==> config.mk <==
export PLATFORM = sky130hd
export DESIGN_NAME = ddr3_rw_scheduler_flat
export DESIGN_NICKNAME = d
export VERILOG_FILES = /design/src/rtl/ddr3_rw_scheduler_pkg.sv /design/src/rtl/ddr3_rw_scheduler_if.sv /design/src/rtl/ddr3_rw_scheduler_occupancy.sv /design/src/rtl/ddr3_rw_scheduler.sv /design/src/flat_wrapper.sv
export SDC_FILE = /design/constraint.sdc
export NUM_CORES = 1
export LEC_CHECK = 0
export BUFFER_PORTS_ARGS = -buffer_cell sky130_fd_sc_hd__buf_4
export CAP_MARGIN = 25
export CORE_UTILIZATION = 57
export DETAILED_ROUTE_END_ITERATION = 16
export PLACE_DENSITY = 0.81
export SKIP_LAST_GASP = 1
export SLEW_MARGIN = 5
export SYNTH_ARGS = -nofsm -noshare
export SYNTH_HDL_FRONTEND = slang
export SYNTH_SLANG_ARGS = --single-unit
==> constraint.sdc <==
create_clock -name clk -period 4.57 [get_ports clk]
set_input_delay 0.6855 -clock clk [delete_from_list [all_inputs] [get_ports clk]]
set_output_delay 0.6855 -clock clk [all_outputs]
set_load 0.01 [all_outputs]
==> src/rtl/ddr3_rw_scheduler_pkg.sv <==
// Shared types and constants for the DDR3 read/write scheduler.
// State encoding, direction tags and output-FIFO geometry.
package ddr3_sched_pkg;

  typedef enum logic [1:0] {
    S_IDLE  = 2'd0,
    S_WRITE = 2'd1,
    S_READ  = 2'd2,
    S_DRAIN = 2'd3
  } state_e;

  typedef enum logic {
    DIR_WRITE = 1'b0,
    DIR_READ  = 1'b1
  } dir_e;

  localparam int unsigned FIFO_SIZE  = 256;
  localparam int unsigned FIFO_CNT_W = 8;

endpackage

==> src/rtl/ddr3_rw_scheduler_if.sv <==
// Scheduler <-> burst engine / FIFO status bundle.
// DDR3_RW_SCHEDULER_STATS_EN adds the statistics outputs.
interface ddr3_rw_scheduler_if
  import ddr3_sched_pkg::*;
#(
  parameter int unsigned DEPTH_LOG2 = 26
) ();

  logic                  calib_done;
  logic [FIFO_CNT_W-1:0] ib_count;
  logic [FIFO_CNT_W-1:0] ob_count;
  logic                  engine_idle;
  logic                  wr_burst_done;
  logic                  rd_burst_done;
  logic                  writes_en;
  logic                  reads_en;
  logic [DEPTH_LOG2:0]   occupancy;
  logic                  ddr_full;
  logic                  ddr_empty;
`ifdef DDR3_RW_SCHEDULER_STATS_EN
  logic [31:0]           wr_bursts;
  logic [31:0]           rd_bursts;
  logic [15:0]           dir_switches;
  logic                  err_sticky;
`endif

  // Scheduler side
  modport master (
    input  calib_done, ib_count, ob_count, engine_idle, wr_burst_done, rd_burst_done,
    output writes_en, reads_en, occupancy, ddr_full, ddr_empty
`ifdef DDR3_RW_SCHEDULER_STATS_EN
    , output wr_bursts, rd_bursts, dir_switches, err_sticky
`endif
  );

  // Engine / environment side
  modport slave (
    output calib_done, ib_count, ob_count, engine_idle, wr_burst_done, rd_burst_done,
    input  writes_en, reads_en, occupancy, ddr_full, ddr_empty
`ifdef DDR3_RW_SCHEDULER_STATS_EN
    , input wr_bursts, rd_bursts, dir_switches, err_sticky
`endif
  );

endinterface

==> src/rtl/ddr3_rw_scheduler_occupancy.sv <==
// Saturating up/down count of DDR bursts written but not yet read.
// DDR3_RW_SCHEDULER_STATS_EN adds a sticky overflow/underflow flag.
module ddr3_occupancy_counter #(
  parameter int unsigned DEPTH_LOG2 = 26
) (
  input  logic                clk,
  input  logic                reset,
  input  logic                inc_i,
  input  logic                dec_i,
  output logic [DEPTH_LOG2:0] count_o,
  output logic                full_c,
  output logic                empty_c
`ifdef DDR3_RW_SCHEDULER_STATS_EN
  , output logic              err_sticky_o
`endif
);

  localparam int unsigned CW = DEPTH_LOG2 + 1;
  localparam logic [CW-1:0] FULL_VAL = {1'b1, {DEPTH_LOG2{1'b0}}};

  logic [CW-1:0] count_q;
  logic          up_c;
  logic          dn_c;

  // Simultaneous inc and dec cancel out
  assign up_c    = inc_i & ~dec_i;
  assign dn_c    = dec_i & ~inc_i;
  assign full_c  = (count_q == FULL_VAL);
  assign empty_c = (count_q == '0);
  assign count_o = count_q;

  always_ff @(posedge clk or posedge reset) begin
    if (reset) begin
      count_q <= '0;
    end else if (up_c && !full_c) begin
      count_q <= count_q + CW'(1);
    end else if (dn_c && !empty_c) begin
      count_q <= count_q - CW'(1);
    end
  end

`ifdef DDR3_RW_SCHEDULER_STATS_EN
  logic err_sticky_q;

  always_ff @(posedge clk or posedge reset) begin
    if (reset) begin
      err_sticky_q <= 1'b0;
    end else if ((up_c && full_c) || (dn_c && empty_c)) begin
      err_sticky_q <= 1'b1;
    end
  end

  assign err_sticky_o = err_sticky_q;
`endif

endmodule

==> src/rtl/ddr3_rw_scheduler.sv <==
// Arbitrates the DDR3 burst engine between write and read directions,
// with a fairness quantum and drain gap. DDR3_RW_SCHEDULER_STATS_EN adds counters.
module ddr3_rw_scheduler
  import ddr3_sched_pkg::*;
#(
  parameter int unsigned DEPTH_LOG2  = 26,
  parameter int unsigned QUANTUM     = 32,
  parameter int unsigned IB_THRESH   = 1,
  parameter int unsigned OB_HEADROOM = 3
) (
  input logic                  clk,
  input logic                  reset,
  ddr3_rw_scheduler_if.master  bus
);

  localparam int unsigned QW     = $clog2(QUANTUM + 1);
  localparam int unsigned FREE_W = FIFO_CNT_W + 1;

  state_e              state_q;
  dir_e                last_dir_q;
  logic [QW-1:0]       qcnt_q;
  logic                writes_en_q;
  logic                reads_en_q;
  logic                wr_ok_q;
  logic                rd_ok_q;

  logic [DEPTH_LOG2:0] occ;
  logic                full_c;
  logic                empty_c;
  logic [FREE_W-1:0]   ob_free_c;
  logic                wr_ok_c;
  logic                rd_ok_c;
  logic [QW-1:0]       qcnt_wr_d;
  logic [QW-1:0]       qcnt_rd_d;
  logic                wq_hit_c;
  logic                rq_hit_c;
  logic                grant_c;
  logic                pick_wr_c;

  ddr3_occupancy_counter #(.DEPTH_LOG2(DEPTH_LOG2)) u_occ (
    .clk          (clk),
    .reset        (reset),
    .inc_i        (bus.wr_burst_done),
    .dec_i        (bus.rd_burst_done),
    .count_o      (occ),
    .full_c       (full_c),
    .empty_c      (empty_c)
`ifdef DDR3_RW_SCHEDULER_STATS_EN
    , .err_sticky_o (bus.err_sticky)
`endif
  );

  // Direction eligibility, registered before use by the FSM
  assign ob_free_c = FREE_W'(FIFO_SIZE) - {1'b0, bus.ob_count};
  assign wr_ok_c   = bus.calib_done && (bus.ib_count >= FIFO_CNT_W'(IB_THRESH)) && !full_c;
  assign rd_ok_c   = bus.calib_done && (ob_free_c >= FREE_W'(OB_HEADROOM)) && !empty_c;

  // Quantum counts the burst accepted this cycle, so the enable drops right after it
  assign qcnt_wr_d = qcnt_q + QW'(bus.wr_burst_done);
  assign qcnt_rd_d = qcnt_q + QW'(bus.rd_burst_done);
  assign wq_hit_c  = (qcnt_wr_d == QW'(QUANTUM));
  assign rq_hit_c  = (qcnt_rd_d == QW'(QUANTUM));

  assign grant_c   = (state_q == S_IDLE) && bus.calib_done && (wr_ok_q || rd_ok_q);
  assign pick_wr_c = wr_ok_q && (!rd_ok_q || (last_dir_q == DIR_READ));

  always_ff @(posedge clk or posedge reset) begin
    if (reset) begin
      state_q     <= S_IDLE;
      last_dir_q  <= DIR_READ;
      qcnt_q      <= '0;
      writes_en_q <= 1'b0;
      reads_en_q  <= 1'b0;
      wr_ok_q     <= 1'b0;
      rd_ok_q     <= 1'b0;
    end else begin
      wr_ok_q <= wr_ok_c;
      rd_ok_q <= rd_ok_c;
      case (state_q)
        S_IDLE: begin
          if (grant_c) begin
            qcnt_q <= '0;
            if (pick_wr_c) begin
              state_q     <= S_WRITE;
              writes_en_q <= 1'b1;
            end else begin
              state_q    <= S_READ;
              reads_en_q <= 1'b1;
            end
          end
        end
        S_WRITE: begin
          if (!wr_ok_q || !bus.calib_done || (wq_hit_c && rd_ok_q)) begin
            state_q     <= S_DRAIN;
            writes_en_q <= 1'b0;
            last_dir_q  <= DIR_WRITE;
          end else if (wq_hit_c) begin
            qcnt_q <= '0;
          end else begin
            qcnt_q <= qcnt_wr_d;
          end
        end
        S_READ: begin
          if (!rd_ok_q || !bus.calib_done || (rq_hit_c && wr_ok_q)) begin
            state_q    <= S_DRAIN;
            reads_en_q <= 1'b0;
            last_dir_q <= DIR_READ;
          end else if (rq_hit_c) begin
            qcnt_q <= '0;
          end else begin
            qcnt_q <= qcnt_rd_d;
          end
        end
        S_DRAIN: begin
          if (bus.engine_idle) state_q <= S_IDLE;
        end
        default: state_q <= S_IDLE;
      endcase
    end
  end

  assign bus.writes_en = writes_en_q;
  assign bus.reads_en  = reads_en_q;
  assign bus.occupancy = occ;
  assign bus.ddr_full  = full_c;
  assign bus.ddr_empty = empty_c;

`ifdef DDR3_RW_SCHEDULER_STATS_EN
  logic [31:0] wr_bursts_q;
  logic [31:0] rd_bursts_q;
  logic [15:0] dir_switches_q;
  logic        dir_switch_c;

  // A switch is a grant in the direction opposite the last one served
  assign dir_switch_c = grant_c && (pick_wr_c ? (last_dir_q == DIR_READ)
                                              : (last_dir_q == DIR_WRITE));

  always_ff @(posedge clk or posedge reset) begin
    if (reset) begin
      wr_bursts_q    <= '0;
      rd_bursts_q    <= '0;
      dir_switches_q <= '0;
    end else begin
      if (bus.wr_burst_done) wr_bursts_q    <= wr_bursts_q + 32'(1);
      if (bus.rd_burst_done) rd_bursts_q    <= rd_bursts_q + 32'(1);
      if (dir_switch_c)      dir_switches_q <= dir_switches_q + 16'(1);
    end
  end

  assign bus.wr_bursts    = wr_bursts_q;
  assign bus.rd_bursts    = rd_bursts_q;
  assign bus.dir_switches = dir_switches_q;
`endif

endmodule

==> src/flat_wrapper.sv <==
// flat-port wrapper written by rule: the top's interface ports become plain ports
module ddr3_rw_scheduler_flat import ddr3_sched_pkg::*;
#(
  parameter int unsigned DEPTH_LOG2  = 26,
  parameter int unsigned QUANTUM     = 32,
  parameter int unsigned IB_THRESH   = 1,
  parameter int unsigned OB_HEADROOM = 3
)
  (clk, reset, bus_calib_done, bus_ib_count, bus_ob_count, bus_engine_idle, bus_wr_burst_done, bus_rd_burst_done, bus_writes_en, bus_reads_en, bus_occupancy, bus_ddr_full, bus_ddr_empty);
  ddr3_rw_scheduler_if #(.DEPTH_LOG2(DEPTH_LOG2)) bus_i ();
  input logic clk;
  input logic reset;
  input wire logic [$bits(bus_i.calib_done)-1:0] bus_calib_done;
  input wire logic [$bits(bus_i.ib_count)-1:0] bus_ib_count;
  input wire logic [$bits(bus_i.ob_count)-1:0] bus_ob_count;
  input wire logic [$bits(bus_i.engine_idle)-1:0] bus_engine_idle;
  input wire logic [$bits(bus_i.wr_burst_done)-1:0] bus_wr_burst_done;
  input wire logic [$bits(bus_i.rd_burst_done)-1:0] bus_rd_burst_done;
  output wire logic [$bits(bus_i.writes_en)-1:0] bus_writes_en;
  output wire logic [$bits(bus_i.reads_en)-1:0] bus_reads_en;
  output wire logic [$bits(bus_i.occupancy)-1:0] bus_occupancy;
  output wire logic [$bits(bus_i.ddr_full)-1:0] bus_ddr_full;
  output wire logic [$bits(bus_i.ddr_empty)-1:0] bus_ddr_empty;
  assign bus_i.calib_done = bus_calib_done;
  assign bus_i.ib_count = bus_ib_count;
  assign bus_i.ob_count = bus_ob_count;
  assign bus_i.engine_idle = bus_engine_idle;
  assign bus_i.wr_burst_done = bus_wr_burst_done;
  assign bus_i.rd_burst_done = bus_rd_burst_done;
  assign bus_writes_en = bus_i.writes_en;
  assign bus_reads_en = bus_i.reads_en;
  assign bus_occupancy = bus_i.occupancy;
  assign bus_ddr_full = bus_i.ddr_full;
  assign bus_ddr_empty = bus_i.ddr_empty;
  ddr3_rw_scheduler #(.DEPTH_LOG2(DEPTH_LOG2), .QUANTUM(QUANTUM), .IB_THRESH(IB_THRESH), .OB_HEADROOM(OB_HEADROOM)) u_core (.clk(clk), .reset(reset), .bus(bus_i));
endmodule
Word-level counts from Yosys, hierarchy flattened

Cells that the tools add are included.

Flip-flop bits (word level): 40
Bits of input ports: 22
Logic and storage cells: 91

Bitwise gates (word level): 4
Reductions and logical operators: 34
Equality and inequality tests: 14
Add/sub/neg operators: 5
Muxes and demuxes: 24
Magnitude comparators: 2

Operators with widths:

| cell                                                                                 | number |
|---|---|
| 27-bit 2-to-1 mux                                                                    | 2 |
| 6-bit 2-to-1 mux                                                                     | 5 |
| 27-bit by 1-bit adder with 27-bit output (second input constant)                     | 1 |
| 27-bit equality test (second input constant)                                         | 1 |
| 27-bit zero test                                                                     | 1 |
| 27-bit by 1-bit subtractor with 27-bit output (second input constant)                | 1 |
| 6-bit one-hot mux with 3 select lines                                                | 1 |
| 4-bit AND reduction                                                                  | 4 |
| 6-bit by 1-bit adder with 6-bit output                                               | 2 |
| 6-bit equality test (second input constant)                                          | 2 |
| 1-bit logical AND                                                                    | 11 |
| 2-bit 2-to-1 mux                                                                     | 5 |
| 9-bit by 2-bit greater-or-equal comparator with 1-bit output (second input constant) | 1 |
| 9-bit by 8-bit subtractor with 9-bit output (first input constant)                   | 1 |
| 8-bit by 1-bit greater-or-equal comparator with 1-bit output (second input constant) | 1 |
| 2-bit by 1-bit != test with 1-bit output (second input constant)                     | 4 |
| 2-bit != test (second input constant)                                                | 4 |
| 2-bit one-hot mux with 4 select lines                                                | 1 |
| 2-bit nonzero test                                                                   | 4 |
| 1-bit 2-to-1 mux                                                                     | 7 |
| 1-bit logical OR                                                                     | 6 |
| 1-bit one-hot mux with 2 select lines                                                | 3 |
| 1-bit zero test                                                                      | 5 |
| 2-bit equality test (second input constant)                                          | 2 |
| other kinds (6)                                                                      | 8 |

Depth between registers and ports, before layout

Gate-level depths: netlist of run 1.

Depth after elaboration: 6
Gate-level depth with buffers: 16
Gate-level depth less buffers: 16

Hierarchy

A second synthesis of run 1 with hierarchy kept.

Cells, all modules: 400
Area total of the unflattened synthesis: 3500.9 um2

By module, submodules not included:

| module                 | sequential area each (um2) | instances | cells each | area each (um2) |
|---|---|---|---|---|
| ddr3_occupancy_counter | 675.6                      | 1         | 270        | 2338.5 |
| ddr3_rw_scheduler      | 326.6                      | 1         | 130        | 1162.4 |

Worst setup path before layout of run 1

Ideal clock, no wire load.

Kind: register to register
Start point: reg u_core.u_occ.count_q[1] (netlist: u_core.u_occ.count_o[1])
End point: reg u_core.u_occ.count_q[23] (netlist: u_core.u_occ.count_o[23])
Buffers on the path: 0
Stages on the path, launching flop included: 16
Clock period less this slack: 3831 ps
Library setup time: 125 ps
Data required time: 4445 ps
Path slack: 739 ps
Arrival time: 3705 ps
Cells stage by stage: dfrtp_1 -> nor4_1 -> nand4_1 -> nor2_1 -> nand2_1 -> nand2_1 -> ha_1 -> a211oi_2 -> nor2_1 -> a211oi_2 -> o41ai_4 -> a2111o_1 -> nand2_2 -> o21ai_2 -> xor2_1 -> mux2_4

Longest elaborated chain between the ends: 4

Ends and longest elaborated chain:

| what                                                                                                  | RTL line                          | RTL |
|---|---|---|
| from (decl)                                                                                           | ddr3_rw_scheduler_occupancy.sv:21 | `logic [CW-1:0] count_q;` |
| from (signal assigned)                                                                                | ddr3_rw_scheduler_occupancy.sv:36 | `count_q <= count_q + CW'(1);` |
| from (signal assigned)                                                                                | ddr3_rw_scheduler_occupancy.sv:38 | `count_q <= count_q - CW'(1);` |
| parallel branches: the longest is 4 deep, another holds 27-bit by 1-bit subtractor with 27-bit output | -                                 |  |

Several ways; the timed one is not identified. The select of a mux whose other input is x is not followed.
A chain may end at the register's enable or synchronous reset.

Final worst setup path of run 1

Start point: reg u_core.u_occ.count_q[1] (netlist: u_core.u_occ.count_o[1])
End point: reg u_core.u_occ.count_q[26] (netlist: u_core.u_occ.count_o[26])

Same word-level chain as after synthesis.

==> results_dict.tcl, run 1 <==
set metrics [dict create \
    place.gp.congestion 0.8727 \
    gr-total-overflow 0 \
    post-route-cell-area_um2 3949 \
    cts_hold_buf 0 \
    placed_area_um2 3829 \
    status "completed" \
    drc 0 \
    crit_slowest_cell "dfrtp_1" \
    nets 498 \
    post-cts-setup-buffer-count 0 \
    p_per_area_nw_per_um2 701.2 \
    initial_core_util_pct 60.00 \
    comb_power_share_pct 65.8 \
    htreeDepth 2 \
    ys_warn_count 0 \
    critPathArrivalTime_ps 4480 \
    clk_latency_ps 300 \
    portBuffers 52 \
    drv_cap 0 \
    internal-power_mw 1.472 \
    vdd_ir_drop_max_uv 401.0 \
    power_leakage_nw 1.792 \
    rows 27 \
    hold_viol 0 \
    drive_gt1_share_pct 20.23 \
    avgSynthCellArea_um2 8.671 \
    area_growth_pct 17.37 \
    crit_path_end_kind "register" \
    ioPinCount 53 \
    synth-edff-count 0 \
    synth_ff_type "dfrtp_1" \
    wl_per_cell_um 15.28 \
    yosysMostFrequentCell "a21oi_1" \
    tns_ps 0 \
    synth_top_cell_by_area "dfrtp_1" \
    cts_sinks 40 \
    setup_viol 0 \
    globalRouteTotalUtil_pct 26.73 \
    start_kind "register" \
    reg2reg_from "u_core.u_occ.count_o[1]$_DFFE_PP0P_" \
    cp_max_fo 21 \
    dpl.hpwl_mm 5.861 \
    diodes 0 \
    r2r-end "u_core.u_occ.count_o[26]$_DFFE_PP0P_" \
    clock_path_buffers 2 \
    die_h_um 78.83 \
    rsz0062_at_grt "no" \
    grt_pass1_vias 2909 \
    cts_resized 0 \
    reg2reg_depth 16 \
    drt_wl_total_mm 7.824 \
    path_cells "nor4_1 > nand4_1 > nor2_1 > nand2_1 > nand2_1 > buf_12 > ha_1 > a21oi_1 > o21ai_0 > nor4_1 > o21a_1 > o21ai_2 > a211oi_2 > mux2_2 > nor2_1 > a21oi_1" \
    antenna_found_initial 0 \
    cp-endpoint "u_core.u_occ.count_o[26]$_DFFE_PP0P_" \
    drv_slew 0 \
    drt_iter0_drc 285 \
    ys_seq_area_share_pct 29.79 \
    yosysTopAreaCellShare_pct 29.01 \
    die_area_um2 6214 \
    cp.required_ps 4760 \
    synth.top_cells.by_count "a21oi_1 (52), dfrtp_1 (39), ha_1 (36)" \
    ys_top_cells_by_area "dfrtp_1 (29%), ha_1 (13%), a21oi_1 (7.7%)" \
    power.switching_mw 1.297 \
    die_width_um 78.83 \
    ys_seq_elements 40 \
    ys_types 57 \
    cts_buffers 5 \
    cts_tree "done" \
    synthArstFlopShare_pct 100.0 \
    max_slew_margin_pct 56.25 \
    synth_fp_nets 447 \
    period_share_pct 93.98 \
    crit_start "u_core.u_occ.count_o[1]$_DFFE_PP0P_" \
    num_vias 3081 \
    cts-root-buf "clkbuf_8" \
    core_area_um2 5608 \
    syn_inst 388 \
    clk_pin_slew_ps 90 \
    pwr-share-clk_pct 9.2 \
    via_per_inst 6.018 \
    swShare_pct 46.84 \
    drtAntennaViolNets 0 \
    finalClockSkew_ps 10.97 \
    synth_area_um2 3364 \
    crit_path_max_incr_delay_ps 440 \
    fmax_mhz 232.8 \
    grt_pass1_wl_mm 13.28 \
    rrSetupSlack_ps 280 \
    p_seq_share_pct 25.1 \
    drt_first_pass_iters 5 \
    period_minus_slack_ps 4295 \
    fillCellCount 457 \
    worst_pin_slew_ps 651.3 \
    grt_max_degree 46 \
    critPathKind "reg2reg" \
    hp-class "in2async" \
]
==> cell usage in the layout (no fill, tap or decap), types with 3 or more instances in the layout <==
cell type / n
buf_4: 53
a21oi_1: 52
dfrtp_1: 39
ha_1: 36
nor2_1: 35
nand2_1: 31
inv_1: 22
xnor2_1: 19
o21ai_0: 18
xor2_1: 11
a21o_1: 10
nor4_1: 9
nand4_1: 9
a31oi_1: 7
mux2_2: 7
clkbuf_8: 6
nand3_1: 5
nor3_1: 5
o21a_1: 5
nor2b_1: 4
a22oi_1: 4
a211oi_2: 3
and3_1: 3
o21ai_2: 3
o31ai_1: 3
==> how the worst min path moves through the flow <==
| stage | slack (ps) | from | end |
|---|---|---|---|
| floorplan | 480 | u_core.qcnt_q[0]$_DFFE_PP0P_ | u_core.qcnt_q[0]$_DFFE_PP0P_ |
| finish | 310 | reset | u_core.qcnt_q[4]$_DFFE_PP0P_ |
| CTS | 320 | reset | u_core.qcnt_q[4]$_DFFE_PP0P_ |
| global route | 330 | reset | u_core.qcnt_q[4]$_DFFE_PP0P_ |
| global placement | 500 | u_core.qcnt_q[0]$_DFFE_PP0P_ | u_core.qcnt_q[0]$_DFFE_PP0P_ |
| detailed placement | 520 | u_core.qcnt_q[0]$_DFFE_PP0P_ | u_core.qcnt_q[0]$_DFFE_PP0P_ |
==> sequential cells by signal, summed over array words and instances, names as in the netlist <==
register              flops
u_core.bus.reads_en       1
u_core.last_dir_q         1
u_core.u_occ.count_o     27
u_core.bus.writes_en      1
u_core.wr_ok_q            1
u_core.rd_ok_q            1
u_core.state_q            2
u_core.qcnt_q             6
==> power groups by stage <==
stage | Combinational (mW) | Sequential (mW) | Clock, mW
floorplan | 1.29 | 0.710 | 0
global placement | 1.76 | 0.696 | 0
detailed placement | 1.80 | 0.698 | 0
CTS | 1.81 | 0.693 | 0.260
global route | 2.02 | 0.719 | 0.274
finish | 1.82 | 0.694 | 0.254
==> critical path, delay by kind of cell, from the launching register on <==
kind | cells | cell delay [ps]
AO/OA/AOI/OAI | 6 | 1090
adder cells (fa/ha/maj) | 1 | 320
buffers and inverters | 1 | 220
flip-flops | 1 | 440
multiplexers | 1 | 360
AND/OR/NAND/NOR | 7 | 1730
==> cell type report <==
class | instances | area, µm² | share of cell area, %
inverters | 22 | 82.58 | 2.091
clock inverters | 2 | 10.01 | 0.2535
repair buffers | 55 | 445.4 | 11.28
clock buffers | 6 | 82.58 | 2.091
multi-input cells | 315 | 2236 | 56.62
well taps | 72 | 90.09 | 2.281
flip-flops and latches | 40 | 1002 | 25.38
==> layer usage <==
metal | vias to the layer above | wire length [µm] | global-route usage [%]
li1 | 1522 | - | -
met1 | 1444 | 3573 | 36.23
met2 | 98 | 3714 | 43.04
met3 | 17 | 387 | 4.828
met4 | 0 | 148 | 8.727
met5 | - | 0 | 0
==> stage by stage <==
stage	hold slack, ps	util, %	total power, mW	std cells	setup WS [ps]
6_report	307.9	70.42	2.769	512	275.3
5_1_grt	333.4	70.42	3.015	512	38.86
4_1_cts	317.0	69.92	2.760	511	314.5
3_5_place_dp	520.4	68.27	2.497	503	327.5
3_3_place_gp	496.5	68.27	2.458	503	376.5
2_1_floorplan	476.5	-	2.002	388	739.4
==> cell families after synthesis <==
logic type,share of synthesized area [%]
AOI/OAI and AO/OA,24.73
and+or+nand+nor,16.21
xor gates and xnor gates,7.810
buffers and inverters,4.091
DFF,29.79
adders and majority gates,13.98
muxes,3.384
Power figures use the tool's default switching activity.
==> inputs of run 2 (changes only) <==
- BUFFER_PORTS_ARGS: -buffer_cell sky130_fd_sc_hd__buf_4 -> -buffer_cell sky130_fd_sc_hd__buf_2
- RECOVER_POWER: not set -> 50
==> results_dict.tcl, run 2 (same netlist as run 1, synthesis figures left out) <==
set metrics [dict create \
    reg2reg_from "u_core.u_occ.count_o[1]$_DFFE_PP0P_" \
    grt_pass1_wl_mm 13.30 \
    cts-root-buf "clkbuf_8" \
    finalClockSkew_ps 13.00 \
    period_share_pct 91.38 \
    largest_register_ff_count 27 \
    globalRouteTotalUtil_pct 26.98 \
    drc 0 \
    hp-class "in2async" \
    fillCellCount 508 \
    cts_resized 0 \
    multi_input_area_um2 2236 \
    htreeDepth 2 \
    finalPower_mw 2.662 \
    clk_latency_ps 300 \
    die_width_um 78.83 \
    cts_sinks 40 \
    clock_path_buffers 2 \
    portBuffers 52 \
    gr-total-overflow 0 \
    critPathKind "reg2reg" \
    crit_family "simple AND/OR/NAND/NOR gates" \
    power_leakage_nw 1.697 \
    fmax_mhz 239.5 \
    antenna_found_initial 0 \
    drv_slew 0 \
    drt_iter0_drc 188 \
    fin_cells 513 \
    drtAntennaViolNets 0 \
    reg2reg_depth 17 \
    die_area_um2 6214 \
    crit_path_max_incr_delay_ps 460 \
    worst_pin_slew_ps 1369 \
    core_area_um2 5608 \
    cp.required_ps 4750 \
    post-cts-setup-buffer-count 0 \
    nets 499 \
    crit_slowest_cell "nor4_1" \
    drive_gt1_share_pct 16.55 \
    worst-path-buf-inv 2 \
    critPathArrivalTime_ps 4360 \
    ioPinCount 53 \
    diodes 0 \
    rows 27 \
    p_per_area_nw_per_um2 701.4 \
    crit_path_end_kind "register" \
    die_h_um 78.83 \
    num_vias 3070 \
    status "completed" \
    rsz0062_at_grt "no" \
    wl_per_cell_um 15.01 \
    drt_first_pass_iters 5 \
    drv_cap 0 \
    max_slew_margin_pct 8.738 \
    initial_core_util_pct 60.00 \
    setup_viol 0 \
    rrSetupSlack_ps 390 \
    via_per_inst 5.984 \
    cts_hold_buf 0 \
    tns_ps 0 \
    r2r-end "u_core.u_occ.count_o[26]$_DFFE_PP0P_" \
    cts_buffers 5 \
    grt_max_degree 46 \
    cp.depth 17 \
    drt_wl_total_mm 7.699 \
    place.gp.congestion 0.8660 \
    vdd_ir_drop_max_uv 390.1 \
    area_growth_pct 12.83 \
    cts_tree "done" \
    path_cells "nor4_1 > nand4_1 > nor2_1 > nand2_1 > nand2_1 > buf_12 > inv_1 > fa_1 > nand3b_1 > a2111oi_2 > nor4_1 > o21a_1 > o21ai_2 > a211oi_2 > mux2_2 > nor2_1 > a21oi_1" \
    dpl.hpwl_mm 5.741 \
    clk_pin_slew_ps 90 \
    final_common_cell "a21oi_1" \
    grt_pass1_vias 2948 \
    start_kind "register" \
    seqCellArea_um2 1002 \
    hold_viol 0 \
    period_minus_slack_ps 4176 \
    cp_max_fo 14 \
    dp_cells 504 \
    final_cell_mix "a21oi_1 (52), dfrtp_1 (39), buf_2 (37)" \
]
[run 2: changes by cell type in the layout (fill, tap and decap cells not counted)]
cell,before,now
clkinv_2,2,1
buf_2,0,37
clkinvlp_4,0,1
clkbuf_8,6,5
clkbuf_1,0,17
buf_4,53,1
[run 2: per-stage QoR]
stage	hold slack (ps)	setup slack (ps)	util, %	cell area (µm²)
floorplan	476.5	739.4	-	3364
global placement	494.2	501.1	66.09	3706
detailed placement	508.1	428.5	66.09	3706
CTS	472.7	388.2	67.60	3791
global route	509.0	81.33	67.69	3796
finish	452.8	393.8	67.69	3796
[run 2: cell type report]
class / instances / share of cell area (%)
Multi-Input combinational cell: 315 / 58.90
Tap cell: 72 / 2.373
Inverter: 22 / 2.175
Clock buffer: 6 / 1.912
Sequential cell: 40 / 26.40
Clock inverter: 2 / 0.3296
Timing Repair Buffer: 56 / 7.910
[run 2: where the power goes]
| part | leakage [nW] | switching, mW | internal, mW |
|---|---|---|---|
| clock network | 0.0412 | 0.130 | 0.107 |
| registers | 0.470 | 0.179 | 0.510 |
| logic | 1.19 | 0.983 | 0.753 |
| total | 1.70 | 1.29 | 1.37 |
[run 2: how the worst max path moves through the flow]
stage	start	end	slack [ps]
final	u_core.u_occ.count_o[1]$_DFFE_PP0P_	u_core.u_occ.count_o[26]$_DFFE_PP0P_	390
after detailed placement	u_core.u_occ.count_o[1]$_DFFE_PP0P_	u_core.u_occ.count_o[26]$_DFFE_PP0P_	430
after CTS	u_core.u_occ.count_o[1]$_DFFE_PP0P_	u_core.u_occ.count_o[26]$_DFFE_PP0P_	390
after global placement	u_core.u_occ.count_o[1]$_DFFE_PP0P_	u_core.u_occ.count_o[26]$_DFFE_PP0P_	500
after floorplan	u_core.u_occ.count_o[1]$_DFFE_PP0P_	u_core.u_occ.count_o[23]$_DFFE_PP0P_	740
after global routing	u_core.u_occ.count_o[1]$_DFFE_PP0P_	u_core.u_occ.count_o[26]$_DFFE_PP0P_	80
[run 2: metal layers]
| metal | vias up | track usage [%] | share of wire (%) |
|---|---|---|---|
| met3 | 12 | 4.713 | 4.3 |
| met1 | 1455 | 33.55 | 45 |
| li1 | 1520 | - | - |
| met5 | - | 0 | 0 |
| met2 | 83 | 47.57 | 49 |
| met4 | 0 | 8.000 | 1.6 |
